--- src/rtl/regfile_writeback_queue.sv ---
// Write-back queue that buffers register writes and drains one per cycle onto the
// register file write port, with two bypass lookups over the writes not yet committed.
module regfile_writeback_queue #(
    parameter int REG_SELECT_WIDTH = 5,
    parameter int DATA_WIDTH       = 32,
    parameter int DEPTH_LOG2       = 2
) (
    input  logic                        Clk,
    input  logic                        Reset,
    input  logic                        InValid,
    output logic                        InReady,
    input  logic [REG_SELECT_WIDTH-1:0] InSelect,
    input  logic [DATA_WIDTH-1:0]       InData,
    input  logic                        Stall,
    output logic [DATA_WIDTH-1:0]       WriteData,
    output logic [REG_SELECT_WIDTH-1:0] WriteSelect,
    output logic                        WriteEnable,
    input  logic [REG_SELECT_WIDTH-1:0] LookupSelect1,
    output logic                        LookupHit1,
    output logic [DATA_WIDTH-1:0]       LookupData1,
    input  logic [REG_SELECT_WIDTH-1:0] LookupSelect2,
    output logic                        LookupHit2,
    output logic [DATA_WIDTH-1:0]       LookupData2,
    output logic [DEPTH_LOG2:0]         Count,
    output logic                        Empty
);

    localparam int DEPTH = 1 << DEPTH_LOG2;
    localparam logic [DEPTH_LOG2:0]   FULL_COUNT = (DEPTH_LOG2 + 1)'(DEPTH);
    localparam logic [DEPTH_LOG2:0]   CNT_ONE    = (DEPTH_LOG2 + 1)'(1);
    localparam logic [DEPTH_LOG2-1:0] PTR_ONE    = DEPTH_LOG2'(1);

    logic [REG_SELECT_WIDTH-1:0] sel_mem  [DEPTH];
    logic [DATA_WIDTH-1:0]       data_mem [DEPTH];

    logic [DEPTH_LOG2-1:0]       head_p0;
    logic [DEPTH_LOG2-1:0]       tail_p0;
    logic [DEPTH_LOG2:0]         count_p0;

    logic                        vld_p1;
    logic [REG_SELECT_WIDTH-1:0] sel_p1;
    logic [DATA_WIDTH-1:0]       data_p1;

    logic accept;
    logic store;
    logic drain;

    assign InReady = (count_p0 < FULL_COUNT);
    assign accept  = InValid && InReady;
    // Register 0 is hard-wired in the register file, so its writes complete the handshake but are dropped.
    assign store   = accept && (InSelect != '0);
    assign drain   = !Stall && (count_p0 != '0);

    // Stage p0: FIFO storage and pointers
    always_ff @(posedge Clk) begin
        if (store) begin
            sel_mem[tail_p0]  <= InSelect;
            data_mem[tail_p0] <= InData;
        end
    end

    always_ff @(posedge Clk) begin
        if (Reset) begin
            head_p0  <= '0;
            tail_p0  <= '0;
            count_p0 <= '0;
        end else begin
            if (store) begin
                tail_p0 <= tail_p0 + PTR_ONE;
            end
            if (drain) begin
                head_p0 <= head_p0 + PTR_ONE;
            end
            case ({store, drain})
                2'b10:   count_p0 <= count_p0 + CNT_ONE;
                2'b01:   count_p0 <= count_p0 - CNT_ONE;
                default: count_p0 <= count_p0;
            endcase
        end
    end

    // Stage p1: register-file write port
    always_ff @(posedge Clk) begin
        if (Reset) begin
            vld_p1  <= 1'b0;
            sel_p1  <= '0;
            data_p1 <= '0;
        end else if (drain) begin
            vld_p1  <= 1'b1;
            sel_p1  <= sel_mem[head_p0];
            data_p1 <= data_mem[head_p0];
        end else begin
            vld_p1  <= 1'b0;
        end
    end

    assign WriteEnable = vld_p1;
    assign WriteSelect = sel_p1;
    assign WriteData   = data_p1;
    assign Count       = count_p0;
    assign Empty       = (count_p0 == '0) && !vld_p1;

    // Oldest candidate is applied first so each newer match overrides it.
    always_comb begin
        logic [DEPTH_LOG2-1:0] idx;
        LookupHit1  = 1'b0;
        LookupData1 = '0;
        LookupHit2  = 1'b0;
        LookupData2 = '0;
        idx         = head_p0;
        if (vld_p1 && (sel_p1 == LookupSelect1) && (LookupSelect1 != '0)) begin
            LookupHit1  = 1'b1;
            LookupData1 = data_p1;
        end
        if (vld_p1 && (sel_p1 == LookupSelect2) && (LookupSelect2 != '0)) begin
            LookupHit2  = 1'b1;
            LookupData2 = data_p1;
        end
        for (int i = 0; i < DEPTH; i++) begin
            idx = head_p0 + DEPTH_LOG2'(i);
            if ((DEPTH_LOG2 + 1)'(i) < count_p0) begin
                if ((sel_mem[idx] == LookupSelect1) && (LookupSelect1 != '0)) begin
                    LookupHit1  = 1'b1;
                    LookupData1 = data_mem[idx];
                end
                if ((sel_mem[idx] == LookupSelect2) && (LookupSelect2 != '0)) begin
                    LookupHit2  = 1'b1;
                    LookupData2 = data_mem[idx];
                end
            end
        end
    end

endmodule
--- config.mk ---
export PLATFORM = sky130hd
export DESIGN_NAME = regfile_writeback_queue
export DESIGN_NICKNAME = d
export VERILOG_FILES = /design/src/rtl/regfile_writeback_queue.sv
export SDC_FILE = /design/constraint.sdc
export NUM_CORES = 1
export LEC_CHECK = 0
export CAP_MARGIN = 20
export CORE_AREA = 2 2 179 181
export CTS_CLUSTER_SIZE = 20
export DETAILED_ROUTE_END_ITERATION = 12
export DIE_AREA = 0 0 181 183
export GPL_ROUTABILITY_DRIVEN = 1
export PLACE_DENSITY = 0.7
export SYNTH_ARGS = -nofsm -noshare
export SYNTH_HDL_FRONTEND = slang
export SYNTH_SLANG_ARGS = --single-unit
export TNS_END_PERCENT = 100
--- constraint.sdc ---
create_clock -name Clk -period 5.3 [get_ports Clk]
set_input_delay 1.59 -clock Clk [delete_from_list [all_inputs] [get_ports Clk]]
set_output_delay 1.59 -clock Clk [all_outputs]
set_load 0.01 [all_outputs]
# ---- After elaboration in Yosys (flattened, before gate mapping)
# Memories as Yosys holds them, arrays and structs flattened. A register that Yosys moved wholly into a read port is not among the register bits.
# Index checks and enable logic that the tools add are counted.
# Widths: inputs -> output; s select.
dict set report totals {
  reg_bits 45
  ram_bits 148
  input_bits 51
  word_cells 99
  memories 2
}
dict set report classes {
  n_addsub 6
  n_lt_le_gt_ge 5
  eq_ne 12
  n_mux 44
  reduce_logical 24
}
# memory depth word_bits read_ports rd_clocked_by_memory_dff write_ports line
set memory_table {}
lappend memory_table {data_mem 4 32 4 1 1 34} ;# logic [DATA_WIDTH-1:0] data_mem [DEPTH];
lappend memory_table {sel_mem 4 5 4 1 1 33} ;# logic [REG_SELECT_WIDTH-1:0] sel_mem [DEPTH];
# cell count
set ops {}
lappend ops {{$mux 32} 18}
lappend ops {{$eq 5x5->1} 10}
lappend ops {{$mux 1} 21}
lappend ops {{$logic_and 1x1->1} 16}
lappend ops {{$reduce_bool 5->1} 3}
lappend ops {{$mux 2} 4}
lappend ops {{$lt 1x3->1 const A} 2}
lappend ops {{$lt 2x3->1 const A} 2}
lappend ops {{$pmux 3 s2} 1}
lappend ops {{$add 2x1->2 const B} 2}
lappend ops {{$add 2x2->2 const B} 2}
lappend ops {{$add 3x1->3 const B} 1}
lappend ops {{$logic_not 3->1} 1}
lappend ops {{$lt 3x3->1 const B} 1}
lappend ops {{$reduce_bool 3->1} 1}
lappend ops {{$sub 3x1->3 const B} 1}
lappend ops {{$eq 2x1->1 const B} 1}
lappend ops {{$eq 2x2->1 const B} 1}
lappend ops {{$logic_not 1->1} 2}
lappend ops {{$reduce_bool 2->1} 1}

# ---- Logic depth before layout (Yosys ltp)
# Gate-level depths: netlist (run 1).
dict set report depth {
  depth_word 12
  ltp_mapped 12
  depth_no_buf 9
}

# ---- Worst setup path after synthesis (run 1)
# No wires, ideal clock.
dict set report synth_path {
  kind {in2out}
  from {input port LookupSelect2[0]}
  to {output port LookupData2[22]}
  t_arrival_ns 3.709
  t_required_ns 3.710
  slack_ns 0.001
  path_stages 10
  path_buffers 4
  path_cell_list {clkbuf_1 xnor2_1 nor4_2 mux2i_1 or4_1 buf_2 nor2b_1 buf_2 buf_6 a221o_1}
}
dict set report synth_via {
  elab_chain_len 12
  elab_cells_between_ends 21
  cone_classes {5 x eq/ne; 9 x mux; 7 x reduce/logical}
}
# item line
set synth_rtl {}
lappend synth_rtl {{start: declaration} 21} ;# input logic [REG_SELECT_WIDTH-1:0] LookupSelect2,
lappend synth_rtl {{$eq 5x5->1} 115} ;# if (vld_p1 && (sel_p1 == LookupSelect2) && (LookupSelect2 != '0)) begin
lappend synth_rtl {{$logic_and 1x1->1 (2 in a row)} 115}
lappend synth_rtl {{$mux 32} 115}
lappend synth_rtl {{$mux 32} 126} ;# if ((sel_mem[idx] == LookupSelect2) && (LookupSelect2 != '0)) begin
lappend synth_rtl {{$mux 32} 121} ;# if ((DEPTH_LOG2 + 1)'(i) < count_p0) begin
lappend synth_rtl {{$mux 32} 126}
lappend synth_rtl {{$mux 32} 121}
lappend synth_rtl {{$mux 32} 126}
lappend synth_rtl {{$mux 32} 121}
lappend synth_rtl {{$mux 32} 126}
lappend synth_rtl {{$mux 32 (*)} 121}
lappend synth_rtl {{end: declaration} 23} ;# output logic [DATA_WIDTH-1:0] LookupData2,
# Every way passes the cells marked *; elsewhere a longest branch is shown, timed or not.

# ---- Worst setup path after layout (run 1)
dict set report layout_path {
  from {input port LookupSelect2[2]}
  to {output port LookupData2[17]}
}
# Same word-level chain as after synthesis.

==> impl_metrics.yaml, run 1 <==
timing:
  setup_viol: 62
  clock_skew_ns: 0.0175
  slew-limit-headroom: 0.245
  worst_pin_slew_ns: 1.13
  fin_ws_ns: -0.212
  whs_ns: 0.514
  layout_min_cycle_time_ns: 5.51
  fmax_mhz: 181
  hold_viol: 0
  timing.final.crit_share: 1.04
  rsz0062_at_grt: "yes"
  setup_tns_ns: -6.83
  final_max_slew_viol_count: 0
worst_setup_path:
  arrival_ns: 3.92
  cp.required_ns: 3.71
  rr_endpoint: "head_p0[1]"
  cp_max_fo: 4
  cp-end-kind: "output port"
  rr_worst_depth: 9
  timing.rr.start: "Count[2]"
  reg2reg_slack_ns: 2.78
  criticalPathCategory: "input pin to output port"
  startpoint_type: "input pin"
hold_path:
  min_path_cells: 2
  whs_endpoint: "WriteData[6]"
  hp-start: "WriteData[6]"
  hp-class: "register to register"
routing:
  remaining_drc_errors: 0
  vias: 11661
  first_pass_iters: 6
  ant_nets: 0
  wl_per_cell_um: 26.0
  wirelength_um: 46700
  viasPerCell: 6.49
  drtIter0Drc: 1271
synthesis:
  muxShareOfSynthArea: 0.201
  synth_top_family_by_area: "multiplexers"
  synth_seq_cells: 195
  ys_warn_count: 0
  ys_seq_area_frac: 0.428
  synthesis.nets: 1202
  synth.distinct_cells: 45
  synth_area_per_cell_um2: 11.0
  synthSimpleGateAreaFrac: 0.101
  synth-edff-count: 148
  async_flop_share: 0
  syn_inst: 1142
  synth_compound_gate_area_share: 0.179
  synth_area_um2: 12600
  synth_xor_area_frac: 0.0390
  synthFlopType: "edfxtp_1"
  synth-adder-area-share: 0.00896
pwr:
  seq_power_share: 0.313
  p_int_mw: 3.99
  switching_power_mw: 2.74
  netSwitchingFraction: 0.408
  powerDensity_nw_per_um2: 380
  vdd_drop_max_uv: 291
  leakagePower_nw: 6.12
  clkPwrFrac: 0.203
  p_comb_frac: 0.483
die:
  fp.coreArea_um2: 31200
  num_rows: 65
  initial_core_util: 0.402
  die_height_um: 183
  die_w_um: 181
  io_pins: 160
  die_area_um2: 33100
cts:
  cts_root_buf: "clkbuf_16"
  clkLatencyLatePin_ns: 0.45
  htree_levels: 4
  tritoncts: "yes"
  cts_buffers: 17
  path_clk_slew_ns: 0.08
  postCtsHoldBufs: 0
  cts.sinks: 195
  clockBufferDepth: 2
global_routing:
  antenna_found_initial: 3
  grt_first_pass_wirelength_um: 68600
  grt_max_degree: 100
  grt_util_all_layers: 0.272
  overflow: 0
  first_global_vias: 11317
placed_design:
  placedCellCount: 1672
  io_buffer_count: 159
  place.gp.congestion: 0.911
  dp_hpwl_um: 27600
outcome:
  status: "finished, violations left"
  violations: "negative setup slack"
final_layout:
  area_growth_pct: 40.8
  drive_gt1_frac: 0.389
  nets: 1439
  fill_cells: 2456
  post-route-util: 0.567
  final_cell_count_no_fill: 1796
run:
  maxCapViolations: 0
-- cells in the final DEF (no fill, tap or decap), drive strengths merged, types with 32 or more instances in the layout --
| cell type | instances |
|---|---|
| buf | 246 |
| edfxtp | 148 |
| nor2 | 146 |
| a21oi | 103 |
| clkdlybuf4s50 | 82 |
| nand2 | 80 |
| mux4 | 74 |
| a221o | 64 |
| a211oi | 64 |
| mux2i | 47 |
| dfxtp | 47 |
| xnor2 | 43 |
| nor3 | 37 |
| mux2 | 34 |
| a22oi | 34 |
| a221oi | 32 |
-- cell families after synthesis --
| kind of cell | count (synthesis) |
|---|---|
| adders and majority gates | 9 |
| buffers and inverters | 123 |
| xor gates and xnor gates | 56 |
| and+or+nand+nor | 297 |
| muxes | 155 |
| AOI/OAI and AO/OA | 307 |
| DFF | 195 |
-- per-stage QoR --
stage | area (um2) | power [mW] | setup WS, ns
global route | 17700 | 7.03 | -0.265
global placement | 15100 | 4.97 | -1.38
finish | 17700 | 6.73 | -0.212
CTS | 16900 | 6.51 | -0.204
detailed placement | 15100 | 5.02 | -1.28
floorplan | 12600 | 3.96 | 0.000992
-- cell type report --
class,count,area (um2),share of cell area
Multi-Input combinational cell,825,7760,0.438
Sequential cell,195,5400,0.305
Timing Repair Buffer,332,3380,0.191
Tap cell,402,503,0.0284
Clock buffer,17,425,0.0240
Clock inverter,15,196,0.0111
Inverter,8,30.0,0.00170
Antenna cell,2,5.00,0.000283
-- power groups by stage --
stage                     sequential [mW]  combinational (mW)  clock, mW
after global routing                 2.14                3.45       1.44
after floorplan                      2.05                1.91          0
final                                2.11                3.25       1.37
after CTS                            2.09                3.04       1.38
after detailed placement             2.12                2.91          0
after global placement               2.10                2.87          0
-- cell usage after synthesis (all sizes together) (2+ instances only) --
master  count  area share
nand2      80       0.024
clkinv      2     0.00060
mux2i      47       0.038
or3         3      0.0015
nor2      145       0.043
inv         6      0.0018
dfxtp      47       0.075
a211oi     64       0.038
mux2       34       0.030
a22oi      34       0.020
nor4        8      0.0050
nand4       5      0.0025
and2        7      0.0035
mux4       74        0.13
a221oi     32       0.022
a21oi     103       0.041
o21ba       2      0.0016
ha          9      0.0090
or4         4      0.0027
nor3       37       0.015
edfxtp    148        0.35
nor2b       3      0.0015
o21ai       3      0.0015
xor2       13      0.0091
xnor2      43       0.030
nand3       3      0.0012
clkbuf     76       0.023
buf        39       0.017
a221o      64       0.051
-- layer usage --
layer | vias to the layer above | track usage | wire (um)
met5 | - | 0 | 10
met1 | 5794 | 0.353 | 18500
met3 | 172 | 0.0612 | 4390
met2 | 704 | 0.449 | 21800
li1 | 4989 | - | -
met4 | 2 | 0.0985 | 2010
-- worst max path at each step --
stage / start / endpoint / slack, ns / depth (start not counted)
global route: LookupSelect2[2] / LookupData2[13] / -0.26 / 12
detailed placement: LookupSelect2[2] / LookupData2[31] / -1.28 / 10
floorplan: LookupSelect2[0] / LookupData2[22] / 0.001 / 10
CTS: LookupSelect2[1] / LookupData2[15] / -0.20 / 12
finish: LookupSelect2[2] / LookupData2[17] / -0.21 / 12
global placement: LookupSelect2[2] / LookupData2[31] / -1.38 / 10
-- flip-flops by register name (all words and copies together) (netlist names), named ones only --
name,count
tail_p0,2
WriteSelect,5
sel_mem,20
Count,3
data_mem,128
WriteData,32
WriteEnable,1
head_p0,2
-- worst max-delay path, cell delays in order --
cell and delay, ns:
buf_12 0.11, buf_8 0.13, xnor2_4 0.13, nor4_4 0.36, mux2i_1 0.12, or4_4 0.44, nor2b_4 0.15, buf_6 0.14
buf_4 0.13, buf_6 0.10, a221o_1 0.35, buf_2 0.16
-- what timing repair did --
action	CTS	global route
gates resized for setup	449	123
setup buffers	62	25
endpoints found under the setup margin	66	66
pin swaps	86	68
cloned	8	4
No activity file was read; power rests on OpenSTA's default activity.
==> inputs of run 2 (changes only) <==
--- a/config.mk
+++ b/config.mk
@@ -12,6 +12,7 @@
 export DIE_AREA = 0 0 181 183
 export GPL_ROUTABILITY_DRIVEN = 1
 export PLACE_DENSITY = 0.7
+export REMOVE_ABC_BUFFERS = 1
 export SYNTH_ARGS = -nofsm -noshare
 export SYNTH_HDL_FRONTEND = slang
 export SYNTH_SLANG_ARGS = --single-unit
==> run 2 against run 1 <==
Effect of this change:
- the run still ends with negative setup slack left
- sequential cell count unchanged
- combinational power decreased by 4%
- routed wire length decreased by 1.4%
- final cell count decreased by 2.4%
- sequential power about the same
- die area unchanged
- sequential share of layout area increased by 1.4 points
- critical path depth decreased by 1
- setup slack improved by 0.079 ns
- critical path type unchanged
==> impl_metrics.yaml, run 2 (synthesis results as in run 1) <==
outcome:
  status: "finished, violations left"
  violations: "negative setup slack"
global_routing:
  antenna_found_initial: 3
  overflow: 0
  first_global_vias: 11196
  grt_util_all_layers: 0.269
  grt_max_degree: 69
  grt_first_pass_wirelength_um: 67700
final_layout:
  drive_gt1_frac: 0.362
  area_growth_pct: 34.5
  final_cell_count_no_fill: 1752
  regMostFlops: "data_mem"
  nets: 1394
  largest_reg_flops: 128
  layout_commonest_cell: "edfxtp_1"
  final_cell_mix: "148 x edfxtp_1, 140 x nor2_1, 103 x a21oi_1"
worst_setup_path:
  startpoint_type: "input pin"
  path_cells: "buf_6 > xnor2_2 > nor4_4 > mux2i_1 > or4_4 > buf_6 > and2_4 > buf_12 > buf_16 > a221o_1 > buf_2"
  reg2reg_slack_ns: 2.84
  max_stage_delay_ns: 0.45
  arrival_ns: 3.84
  critical_path.most_common_cell: "buf_6"
  worst_path_max_delay_cell: "or4_4"
  cp_max_fo: 5
  crit_path_end: "LookupData2[17]"
  criticalPathCategory: "input pin to output port"
  setup.worst_path.start: "LookupSelect2[4]"
  cp-end-kind: "output port"
  cp.required_ns: 3.71
  rr_worst_depth: 9
  timing.rr.start: "Count[2]"
pwr:
  powerDensity_nw_per_um2: 388
  leakagePower_nw: 5.83
  vdd_drop_max_uv: 219
cts:
  cts_root_buf: "clkbuf_16"
  cts_buffers: 17
  cts.sinks: 195
  clkLatencyLatePin_ns: 0.44
  tritoncts: "yes"
  clockBufferDepth: 2
  htree_levels: 4
  postCtsHoldBufs: 0
  path_clk_slew_ns: 0.07
placed_design:
  dp_hpwl_um: 27800
  place.gp.congestion: 0.872
  pre_cts_ws_ns: -1.16
  placedCellCount: 1664
  io_buffer_count: 159
die:
  initial_core_util: 0.402
  die_height_um: 183
  die_w_um: 181
  num_rows: 65
  fp.coreArea_um2: 31200
  io_pins: 160
  die_area_um2: 33100
timing:
  setup_viol: 63
  slew-limit-headroom: 0.242
  clock_skew_ns: 0.0185
  fin_ws_ns: -0.133
  timing.final.crit_share: 1.03
  final_max_slew_viol_count: 0
  layout_min_cycle_time_ns: 5.43
  hold_viol: 0
  worst_pin_slew_ns: 1.14
  rsz0062_at_grt: "yes"
  whs_ns: 0.505
  fmax_mhz: 184
run:
  maxCapViolations: 0
routing:
  wirelength_um: 46100
  remaining_drc_errors: 0
  drtIter0Drc: 1409
  ant_nets: 0
  viasPerCell: 6.56
  wl_per_cell_um: 26.3
  vias: 11500
  first_pass_iters: 8
hold_path:
  hp-class: "register to register"
run 2: changes by cell type in the layout (fill, tap and decap cells not counted), sizes merged:
cell / change
buf: -43
bufinv: +1
clkbuf: +3
clkinv: -3
diode: +1
inv: -3
nor2: -1
nor2b: +1
run 2: power breakdown:
group | switching [mW] | internal [mW]
registers | 0.241 | 1.87
clock network | 0.626 | 0.703
logic | 1.73 | 1.39
total | 2.60 | 3.97
run 2: worst min path at each step:
stage,startpoint,endpoint,depth (start not counted)
2_1_floorplan,WriteData[30],WriteData[30],2
3_3_place_gp,WriteData[1],WriteData[1],2
3_5_place_dp,WriteData[29],WriteData[29],2
4_1_cts,WriteData[26],WriteData[26],2
5_1_grt,WriteData[31],WriteData[31],2
6_report,WriteData[27],WriteData[27],2
run 2: metal layers:
| metal | GRT usage | part of all wire |
|---|---|---|
| met2 | 0.431 | 0.47 |
| met5 | 0 | 0.00028 |
| met3 | 0.0548 | 0.10 |
| met1 | 0.357 | 0.40 |
| met4 | 0.118 | 0.036 |
run 2: final cells by class:
cell class	instances	area [um2]
timing repair buffer	287	2830
antenna	3	7.51
sequential	195	5400
multi-input combinational	825	7560
inverter	8	30.0
fill	2602	14300
clock inverter	10	114
tap	402	503
clock buffer	22	474
run 2: repair_timing:
action	CTS	global route
setup endpoints to repair	66	66
gates cloned	10	2
pin swaps	35	44
buffers inserted	42	10
gates resized for setup	441	68
run 2: metrics by stage:
| step | utilization | area (um2) | TNS [ns] | total power [mW] |
|---|---|---|---|---|
| 4_1_cts | 0.528 | 16500 | -5.82 | 6.40 |
| 2_1_floorplan | - | 12100 | -277.06 | 3.99 |
| 6_report | 0.542 | 16900 | -3.83 | 6.57 |
| 5_1_grt | 0.541 | 16900 | -7.30 | 6.85 |
| 3_5_place_dp | 0.483 | 15100 | -64.66 | 4.98 |
| 3_3_place_gp | 0.483 | 15100 | -64.40 | 4.93 |
run 2: worst max-delay path, delay by kind of cell:
family | cells | cell delay, ns
muxes | 1 | 0.12
buffers and inverters | 5 | 0.70
AOI/OAI and AO/OA | 1 | 0.29
and+or+nand+nor | 3 | 0.97
xor gates and xnor gates | 1 | 0.15
==> inputs of run 3 (changes only) <==
--- a/config.mk
+++ b/config.mk
@@ -10,7 +10,6 @@
 export CTS_CLUSTER_SIZE = 20
 export DETAILED_ROUTE_END_ITERATION = 12
 export DIE_AREA = 0 0 181 183
-export GPL_ROUTABILITY_DRIVEN = 1
 export PLACE_DENSITY = 0.7
 export REMOVE_ABC_BUFFERS = 1
 export SYNTH_ARGS = -nofsm -noshare
==> results of run 3 <==
Final layout, timing and power as in run 2 (identical DEF).
